$ cat src/rtl/mult_div_unit.sv
// Iterative MULT/MULTU/DIV/DIVU unit with architectural HI/LO registers and MTHI/MTLO.
// Define MD_EARLY_OUT_EN to finish multiplies early on short multipliers and divides early on b==0.
module mult_div_unit #(
    parameter int WIDTH = 32,
    parameter int CNT_W = $clog2(WIDTH) + 1
) (
    input  logic             clk,
    input  logic             rst,
    input  logic             start,
    input  logic [2:0]       op,
    input  logic [WIDTH-1:0] a,
    input  logic [WIDTH-1:0] b,
    input  logic             flush,
    output logic             busy,
    output logic             done,
    output logic             div_by_zero,
    output logic [WIDTH-1:0] hi,
    output logic [WIDTH-1:0] lo
);
    typedef enum logic [1:0] {IDLE, RUN, FIX} state_t;

    state_t               state_q, state_d;
    logic [CNT_W-1:0]     cnt_q, cnt_d;
    logic [2*WIDTH-1:0]   acc_q, acc_d;    // product accumulator
    logic [2*WIDTH-1:0]   opd_q, opd_d;    // shifting multiplicand, or dividend/quotient in low half
    logic [WIDTH-1:0]     dsr_q, dsr_d;    // shifting multiplier, or divisor
    logic [WIDTH:0]       rem_q, rem_d;
    logic [WIDTH-1:0]     a_q, a_d;
    logic                 is_div_q, is_div_d;
    logic                 neg_q, neg_d;
    logic                 rem_neg_q, rem_neg_d;
    logic                 dz_q, dz_d;
    logic [WIDTH-1:0]     hi_q, hi_d, lo_q, lo_d;
    logic                 done_q, done_d, dzo_q, dzo_d;

    logic                 sgn;
    logic [WIDTH-1:0]     a_mag, b_mag, quo, rmd;
    logic [WIDTH+1:0]     rem_sh;
    logic [WIDTH:0]       rem_sub;
    logic [2*WIDTH-1:0]   fix_prod;
    logic                 last_iter;

    always_ff @(posedge clk or posedge rst) begin
        if (rst) begin
            state_q   <= IDLE;
            cnt_q     <= '0;
            acc_q     <= '0;
            opd_q     <= '0;
            dsr_q     <= '0;
            rem_q     <= '0;
            a_q       <= '0;
            is_div_q  <= 1'b0;
            neg_q     <= 1'b0;
            rem_neg_q <= 1'b0;
            dz_q      <= 1'b0;
            hi_q      <= '0;
            lo_q      <= '0;
            done_q    <= 1'b0;
            dzo_q     <= 1'b0;
        end else begin
            state_q   <= state_d;
            cnt_q     <= cnt_d;
            acc_q     <= acc_d;
            opd_q     <= opd_d;
            dsr_q     <= dsr_d;
            rem_q     <= rem_d;
            a_q       <= a_d;
            is_div_q  <= is_div_d;
            neg_q     <= neg_d;
            rem_neg_q <= rem_neg_d;
            dz_q      <= dz_d;
            hi_q      <= hi_d;
            lo_q      <= lo_d;
            done_q    <= done_d;
            dzo_q     <= dzo_d;
        end
    end

    always_comb begin
        state_d   = state_q;
        cnt_d     = cnt_q;
        acc_d     = acc_q;
        opd_d     = opd_q;
        dsr_d     = dsr_q;
        rem_d     = rem_q;
        a_d       = a_q;
        is_div_d  = is_div_q;
        neg_d     = neg_q;
        rem_neg_d = rem_neg_q;
        dz_d      = dz_q;
        hi_d      = hi_q;
        lo_d      = lo_q;
        done_d    = 1'b0;
        dzo_d     = 1'b0;
        sgn       = ~op[0];
        a_mag     = (sgn && a[WIDTH-1]) ? -a : a;
        b_mag     = (sgn && b[WIDTH-1]) ? -b : b;
        rem_sh    = {rem_q, opd_q[WIDTH-1]};
        rem_sub   = rem_sh[WIDTH:0] - {1'b0, dsr_q};
        quo       = opd_q[WIDTH-1:0];
        rmd       = rem_q[WIDTH-1:0];
        fix_prod  = neg_q ? -acc_q : acc_q;
        last_iter = (cnt_q == CNT_W'(WIDTH - 1));

        case (state_q)
            IDLE: begin
                if (start && !flush) begin
                    case (op)
                        3'd0, 3'd1, 3'd2, 3'd3: begin
                            is_div_d  = op[1];
                            neg_d     = sgn & (a[WIDTH-1] ^ b[WIDTH-1]);
                            rem_neg_d = sgn & a[WIDTH-1];
                            dz_d      = (b == '0);
                            a_d       = a;
                            opd_d     = {{WIDTH{1'b0}}, a_mag};
                            dsr_d     = b_mag;
                            acc_d     = '0;
                            rem_d     = '0;
                            cnt_d     = '0;
                            state_d   = RUN;
                        end
                        3'd4:    hi_d = a;
                        3'd5:    lo_d = a;
                        default: ;
                    endcase
                end
            end
            RUN: begin
                if (flush) begin
                    state_d = IDLE;
                    cnt_d   = '0;
                end else begin
                    if (!is_div_q) begin
                        if (dsr_q[0]) acc_d = acc_q + opd_q;
                        opd_d = opd_q << 1;
                        dsr_d = dsr_q >> 1;
                    end else if (rem_sh >= {2'b00, dsr_q}) begin
                        rem_d = rem_sub;
                        opd_d = {opd_q[2*WIDTH-1:WIDTH], opd_q[WIDTH-2:0], 1'b1};
                    end else begin
                        rem_d = rem_sh[WIDTH:0];
                        opd_d = {opd_q[2*WIDTH-1:WIDTH], opd_q[WIDTH-2:0], 1'b0};
                    end
                    cnt_d = cnt_q + 1'b1;
`ifdef MD_EARLY_OUT_EN
                    if (last_iter || (!is_div_q && (dsr_q >> 1) == '0) || (is_div_q && dz_q))
                        state_d = FIX;
`else
                    if (last_iter) state_d = FIX;
`endif
                end
            end
            FIX: begin
                state_d = IDLE;
                cnt_d   = '0;
                if (!flush) begin
                    done_d = 1'b1;
                    if (!is_div_q) begin
                        hi_d = fix_prod[2*WIDTH-1:WIDTH];
                        lo_d = fix_prod[WIDTH-1:0];
                    end else if (dz_q) begin
                        // Divide by zero: quotient saturates to all ones, HI keeps the raw dividend
                        lo_d  = '1;
                        hi_d  = a_q;
                        dzo_d = 1'b1;
                    end else begin
                        lo_d = neg_q ? -quo : quo;
                        hi_d = rem_neg_q ? -rmd : rmd;
                    end
                end
            end
            default: state_d = IDLE;
        endcase
    end

    assign busy        = (state_q != IDLE);
    assign done        = done_q;
    assign div_by_zero = dzo_q;
    assign hi          = hi_q;
    assign lo          = lo_q;
endmodule

$ cat config.mk
export PLATFORM = sky130hd
export DESIGN_NAME = mult_div_unit
export DESIGN_NICKNAME = d
export VERILOG_FILES = /design/src/rtl/mult_div_unit.sv
export SDC_FILE = /design/constraint.sdc
export NUM_CORES = 1
export LEC_CHECK = 0
export ABC_CLOCK_PERIOD_IN_PS = 21200
export CORE_ASPECT_RATIO = 1.25
export CORE_MARGIN = 1.5
export CORE_UTILIZATION = 59
export DETAILED_ROUTE_END_ITERATION = 7
export GPL_TIMING_DRIVEN = 1
export PLACE_DENSITY_LB_ADDON = 0.25
export SYNTH_ARGS = -nofsm -noshare
export SYNTH_HDL_FRONTEND = slang
export SYNTH_SLANG_ARGS = --single-unit
$ cat constraint.sdc
create_clock -name clk -period 21.2 [get_ports clk]
set_clock_uncertainty 0.1 [all_clocks]
set_input_delay 3.18 -clock clk [delete_from_list [all_inputs] [get_ports clk]]
set_output_delay 3.18 -clock clk [all_outputs]
set_load 0.05 [all_outputs]
## Word-level counts from Yosys, hierarchy flattened

Index checks and enable logic that the tools add are counted.
W data, S select, Z words.

- Input port bits: 71
- Register bits after elaboration: 303
- Output and inout port bits: 67

- Multiplexer cells: 55
- Bitwise gates (word level): 4
- $lt $le $gt $ge: 1
- Equality and inequality tests: 18
- Add/subtract/negate cells: 8
- Reduce and logical (&&, ||, !) cells: 21

Operator list:

| operator | number |
|---|---|
| $mux W64 | 10 |
| $mux W32 | 18 |
| $pmux W64 S2 | 2 |
| $pmux W32 S2 | 3 |
| $mux W33 | 5 |
| $neg A32 Y32 | 4 |
| $pmux W33 S2 | 1 |
| $add A64 B64 Y64 | 1 |
| $neg A64 Y64 | 1 |
| $ge A34 B32 Y1 | 1 |
| $sub A33 B32 Y33 | 1 |
| $logic_not A32 Y1 | 1 |
| $mux W6 | 3 |
| $pmux W6 S3 | 1 |
| $ne A2 B2 Y1 const B | 6 |
| $reduce_and A4 Y1 | 3 |
| $reduce_and A5 Y1 | 2 |
| $reduce_and A3 Y1 | 3 |
| $mux W2 | 4 |
| $mux W1 | 7 |
| $add A6 B1 Y6 const B | 1 |
| $eq A3 B2 Y1 const B | 2 |
| $eq A3 B3 Y1 const B | 2 |
| $eq A6 B5 Y1 const B | 1 |
| 17 further kinds | 24 |

## Depth between registers and ports, before layout

Gate-level depths: netlist of run 1.

- Depth after elaboration: 6
- Gate-level depth with buffers: 16

## Worst setup path before layout of run 1

OpenSTA, ideal clock, no wires.

- Kind: input to register
- From: in a[2]
- To: reg opd_q[28]
- Slack: 15.510 ns
- Arrival time: 5.457 ns
- Path buffers: 0
- Required time: 20.967 ns
- Stages on the path: 10
- Cell sequence: or3_1 > nor3b_1 > nand3b_1 > nor4_1 > nand2_1 > o41ai_1 > xor2_1 > nor2_1 > a21oi_1 > o21ai_0

- Word-level cells in the longest chain between the ends: 5

RTL lines:

| element | line | source |
|---|---|---|
| from (decl) | 11 | `input logic [WIDTH-1:0] a,` |
| $neg A32 Y32 | 96 | `a_mag = (sgn && a[WIDTH-1]) ? -a : a;` |
| $mux W32 | 96 |  |
| $mux W64 | 108 | `case (op)` |
| $mux W64 | 107 | `if (start && !flush) begin` |
| $pmux W64 S2 | 105 | `case (state_q)` |
| to (signal assigned) | 64 | `opd_q <= opd_d;` |
| to (decl) | 25 | `logic [2*WIDTH-1:0] opd_q, opd_d;` |

No other way between the ends. The select of a mux whose other input is x is not followed.
A chain may end at the register's enable or synchronous reset.

## Worst setup path in the final report of run 1

Ends and elaborated chain as after synthesis.

==> results of run 1 <==
==> report_power, final <==
part | leakage, nW | total [W] | internal [W] | switching [W]
Clock | 0.567 | 0.000629 | 0.000375 | 0.000254
Combinational | 6.41 | 0.00189 | 0.000661 | 0.00123
Sequential | 3.93 | 0.000980 | 0.000752 | 0.000229
Total | 10.9 | 0.00350 | 0.00179 | 0.00172
==> sequential cells by signal (all words and copies together) (netlist names) <==
register and flops:
acc_q 64, opd_q 64, rem_q 33, a_q 32, dsr_q 32, hi 32
lo 32, cnt_q 6, state_q 2, div_by_zero 1, done 1, dz_q 1
is_div_q 1, neg_q 1, rem_neg_q 1
==> area by class of cell <==
type / instances / share of cell area [%]
diodes: 1 / 0.00990
clock buffers: 50 / 3.93
well taps: 492 / 2.44
repair buffers: 159 / 6.08
flip-flops and latches: 303 / 30.0
clock inverters: 11 / 0.668
inverters: 76 / 1.16
multi-input cells: 2290 / 55.7
==> critical path, delay by kind of cell <==
kind            cells  cell delay (ps)
compound gates      3              560
xor+xnor            1              180
buf+inv             1              540
simple gates        6             2200
==> cell families (layout without fill, tap and decap cells) <==
group	Yosys count	in the layout	share of synthesized area (%)
mux	30	30	1.34
compound gates	918	918	24.9
xor+xnor	257	257	9.95
fa+ha+maj	106	106	5.93
flops	303	303	33.5
other cells	0	1	0
simple gates	979	979	19.9
buf+inv	243	296	4.46
==> through the flow <==
step | setup WS, ps | cell area, um2 | hold WS [ps]
3_5_place_dp | 14360 | 24100 | 362
3_3_place_gp | 14400 | 24100 | 357
6_report | 14860 | 25300 | 381
5_1_grt | 14560 | 25300 | 409
4_1_cts | 14920 | 25300 | 380
2_1_floorplan | 9550 | 22600 | 340
==> layer usage <==
layer	vias to the layer above	share of wire [%]
met2	886	48
met3	254	5.4
met1	10400	40
met5	-	0
met4	0	7.5
li1	10200	-
==> placed cells by master (no fill, tap or decap), types with 21 or more instances in the layout <==
cell and count:
nor3_1 34, o21ai_0 308, nand2b_1 48, inv_1 74
nand3_1 45, a22o_1 45, xnor2_1 150, dfrtp_1 300
a31oi_1 39, o31ai_1 52, o221ai_1 21, nor2b_1 25
clkbuf_16 35, buf_4 22, ha_1 102, nor2_1 218
o211ai_1 31, a21o_1 33, mux2i_1 28, o41ai_1 24
nand4_1 30, or3_1 35, clkdlybuf4s50_1 137, nand2_1 441
xor2_1 107, a21oi_1 260
==> how the worst min path moves through the flow <==
| stage | end | slack, ps | cells past startpoint |
|---|---|---|---|
| 5_1_grt | a_q[30] | 410 | 2 |
| 4_1_cts | a_q[3] | 380 | 2 |
| 3_5_place_dp | a_q[20] | 360 | 2 |
| 2_1_floorplan | a_q[2] | 340 | 2 |
| 6_report | a_q[3] | 380 | 2 |
| 3_3_place_gp | a_q[2] | 360 | 2 |
==> metrics, run 1 <==
status=completed; Critical-path top delay cell=nor4_1; total number of vias=21700; # port buffers=137; top cell type by total area after synthesis=dfrtp_1; post-route DRC violation count=0; final worst path period need=6340 ps; die area=39500 um2; All-Layer GR Usage=37.1%; post-detail-place hpwl=54600 um; cell depth of the worst flop-to-flop path=11; Synth warnings=0; Num Clock Sinks=between 300 and 400; pin count of the biggest net entering global routing=106; Reg-to-Reg End=acc_q[51]; type of the most critical hold path=reg2reg; clock latency on the worst-skew pair=550 ps; average detailed-routed wire length per instance=21.7 um; remaining antenna violation count=0; source of the worst register-to-register timing path=acc_q[10]; critical path type=in2reg; crit path capture type=flip-flop; count of TritonRoute iterations in the first routing pass=6; Max-cap violations=0; met1 capacity usage during global routing=between 40% and 50%; Top Ports=138; clock input transition at the sequential cells of the worst setup and hold paths=60 ps; measured slew at the worst slew-check pin=1170 ps; kind of start point of the critical path=input pin; max-slew violations=0; leading cell types by total area after synthesis=dfrtp_1 34%, nand2_1 7.3%, o21ai_0 6.8%; Crit Path Max Fanout=8; CTS tree=yes; post-detailed-route via-to-cell ratio=~6.4; FF+latch area=7590 um2; share of flip-flops with an asynchronous set or reset after synthesis=100%; worst max-slew margin expressed relative to the limit=between 20% and 30%; Max rail drop VDD=0.0953 mV; fmax=158 MHz; number of fill cells=3278; Req. time, crit path=21500 ps; post-layout total power=roughly 0.0035 W; area of the mapped netlist=22600 um2; Final Hold Viols=0; Placement Rows=80; initial cell density of the core=59.5%; number of standard cells after synthesis=2836; primary flip-flop cell chosen by synthesis mapping=dfrtp_1; routability-driven placement congestion ratio=1.01; CTS Buf Count=35; number of nets produced by synthesis=3013; startpoint of the tightest hold check path=a_q[3]; Die X-Extent=roughly 180 um; Yosys reg bits=303; final critical-path share of the clock period=~30%; summed negative setup slack over all endpoints=0 ps; post-placement cell count=roughly 3300; Util after Layout=66.4%; postcts setup bufs=0; aggregate routed wire length=73400 um; H-tree Lvls=2; count leader, synth=nand2_1; setup repair after global routing missed its margin=false; delay contributed by the slowest stage of the critical path=800 ps; number of synthesized flops with an enable pin=0; number of distinct library cells after synthesis=83; power per cell area=139 nW/um2; synth cell count leaders=442 x nand2_1, 308 x o21ai_0, 303 x dfrtp_1, 260 x a21oi_1, 219 x nor2_1; global-route layer with the greatest usage=met2; Resized Gates After CTS=0; ordered list of cells on the worst path=clkdlybuf4s50_1 -> or3_1 -> nor3b_1 -> nand3b_1 -> nor4_1 -> nand2_1 -> o41ai_1 -> xor2_1 -> nor2_1 -> a21oi_1 -> o21ai_0; post-synthesis area per instance=7.98 um2; met3 Resource Use GR=3.81%; leak pwr=10.9 nW; fraction of post-synthesis cell area in the top cell type by area=33.5%; number of hold-repair buffers added at the cts stage=0; data arrival time of the critical path=6650 ps; worst setup path startpoint=a[2]; first-pass GRT wire length=between 100000 and 150000 um; end point of the critical path=opd_q[28]; vertical die dimension=222 um; vias in the first global route=between 20000 and 25000; P&R area growth vs syn=11.7%; Reg2Reg Setup Slack=16360 ps; CORE AREA=38000 um2; buffer type at the clock tree root=clkbuf_16; Global Route met2 Usage=60.4%; buffers from clock root to sink, at most=3; Iter 0 DRT Violations=1952; sequential-to-total area share from yosys stat=33.5%; Cell Count, Final, Fillers Out=3382; number of antenna violations at the first check in global routing=1; net count of the finished layout=3042; ratio of cells with drive above 1 in the final layout=approximately 4.2%; total overflow reported by the global router=0; area occupied by multi-input gates=14100 um2; # setup viols final=0
Power figures use the tool's default switching activity.
==> run 2, diff against run 1 <==
Settings changed: ABC_CLOCK_PERIOD_IN_PS 21200 to 6000.
Clock period 21.2 ns to 6 ns, I/O delays scaled along.
==> run 2 against run 1 <==
Effect of this change:
- global-route usage increased by 0.97 points
- worst hold slack better by 0.70 ps
- combinational power rose to 3.6 times the previous value
- register-to-register slack worse by 15000 ps
- routed wire length rose by 1.7%
- cell area up 0.46%
- final cell count hardly changed
- count of clock-buffer cells in the layout decreased by 3
- core utilization increased by 0.31 points
- critical path depth grew 2
- via count grew 0.59%
- sequential power grew to 3.5 times the previous value
- critical path type is now reg2reg
- largest power group unchanged
==> metrics, run 2 (synthesized netlist as in run 1, its figures left out) <==
status=completed; final critical-path share of the clock period=about 75%; routability-driven placement congestion ratio=1.06; Max-cap violations=0; power per cell area=494 nW/um2; Req. time, crit path=6300 ps; pin count of the biggest net entering global routing=106; total number of vias=21900; buffers from clock root to sink, at most=3; post-placement cell count=3322; CTS tree=yes; most common cell after layout, fill and taps aside=nand2_1; Iter 0 DRT Violations=approximately 1900; Top Ports=138; clock latency on the worst-skew pair=approximately 530 ps; type of the most critical hold path=reg2reg; post-layout total power=between 0.01 and 0.015 W; fmax=222 MHz; Die X-Extent=178 um; total overflow reported by the global router=0; vias in the first global route=21000; first-pass GRT wire length=117000 um; Num Clock Sinks=303; remaining antenna violation count=0; die area=39500 um2; P&R area growth vs syn=12.2%; post-placement cell area=approximately 24000 um2; data arrival time of the critical path=4800 ps; CORE AREA=38000 um2; clock input transition at the sequential cells of the worst setup and hold paths=60 ps; Cell Count, Final, Fillers Out=roughly 3400; H-tree Lvls=2; worst max-slew margin expressed relative to the limit=28.3%; CTS Buf Count=35; postcts setup bufs=0; setup repair after global routing missed its margin=false; commonest cells after routing, fill and taps aside=441 x nand2_1, 308 x o21ai_0, 300 x dfrtp_1; worst hold margin=382 ps; # setup viols final=0; vertical die dimension=between 200 and 250 um; final worst path period need=between 4000 and 5000 ps; number of fill cells=3291; finished layout cell area=approximately 25000 um2; leak pwr=roughly 11 nW; number of antenna violations at the first check in global routing=1; average detailed-routed wire length per instance=22.1 um; summed negative setup slack over all endpoints=0 ps; Crit Path Max Fanout=5; kind of start point of the critical path=flip-flop; Final Hold Viols=0; measured slew at the worst slew-check pin=1070 ps; post-detailed-route via-to-cell ratio=6.46; crit path capture type=flip-flop; # port buffers=137; All-Layer GR Usage=38.0%; critical path type=reg2reg; count of TritonRoute iterations in the first routing pass=5; post-route DRC violation count=0; Max rail drop VDD=0.302 mV; max-slew violations=0; net count of the finished layout=3044; aggregate routed wire length=74700 um; initial cell density of the core=between 50% and 60%; post-detail-place hpwl=55800 um; number of hold-repair buffers added at the cts stage=0; Resized Gates After CTS=0; ratio of cells with drive above 1 in the final layout=approximately 4.4%; Placement Rows=80; buffer type at the clock tree root=clkbuf_16; biggest registers after layout=acc_q x64, opd_q x64, rem_q x33
[run 2: final cells by class]
| cell class | count | area, um2 | share of cell area, % |
|---|---|---|---|
| clock buffers | 47 | 971 | 3.82 |
| well taps | 492 | 616 | 2.42 |
| clock inverters | 14 | 258 | 1.02 |
| flip-flops and latches | 303 | 7590 | 29.9 |
| repair buffers | 161 | 1590 | 6.26 |
| multi-input cells | 2290 | 14100 | 55.4 |
| diodes | 1 | 2.50 | 0.00986 |
| inverters | 76 | 289 | 1.14 |
[run 2: power by group]
| part | total [W] | switching, W | internal (W) |
|---|---|---|---|
| clock | 0.00235 | 0.000910 | 0.00144 |
| combinational | 0.00679 | 0.00443 | 0.00235 |
| sequential | 0.00339 | 0.000737 | 0.00266 |
| total | 0.0125 | 0.00608 | 0.00645 |
[run 2: critical path, cell delays in order (launching register included)]
cell	delay, ps
dfrtp_1	440
ha_1	230
inv_1	60
fa_1	390
nand2b_1	210
a21o_1	210
a211o_1	320
a21boi_0	730
o21ai_0	380
a21oi_1	500
a21oi_1	250
o21ai_0	300
xnor2_1	160
o21ai_0	90
[run 2: path summary, 6_finish.rpt]
check,startpoint,to,slack (ps),depth (start not counted)
worst max-delay path,opd_q[0],acc_q[26],1490,13
worst min-delay path,a_q[17],a_q[17],380,2
worst max register to register,opd_q[0],acc_q[26],1490,13
worst min register to register,a_q[17],a_q[17],380,2
max in group asynchronous,rst,is_div_q,3820,4
min in group asynchronous,rst,opd_q[6],750,3
[run 2: stage by stage]
step	worst slack, ps	utilization [%]
after floorplan	971	-
after global placement	1520	63.5
after detailed placement	1410	63.5
after CTS	1570	66.7
after global routing	1220	66.7
final	1490	66.7
[run 2: routing by layer]
layer,share of wire (%),up-vias,track usage [%]
met5,0,-,0
met4,8.3,0,27.0
met3,6.1,277,4.37
met2,47,933,61.5
met1,39,10500,47.0
li1,-,10200,-
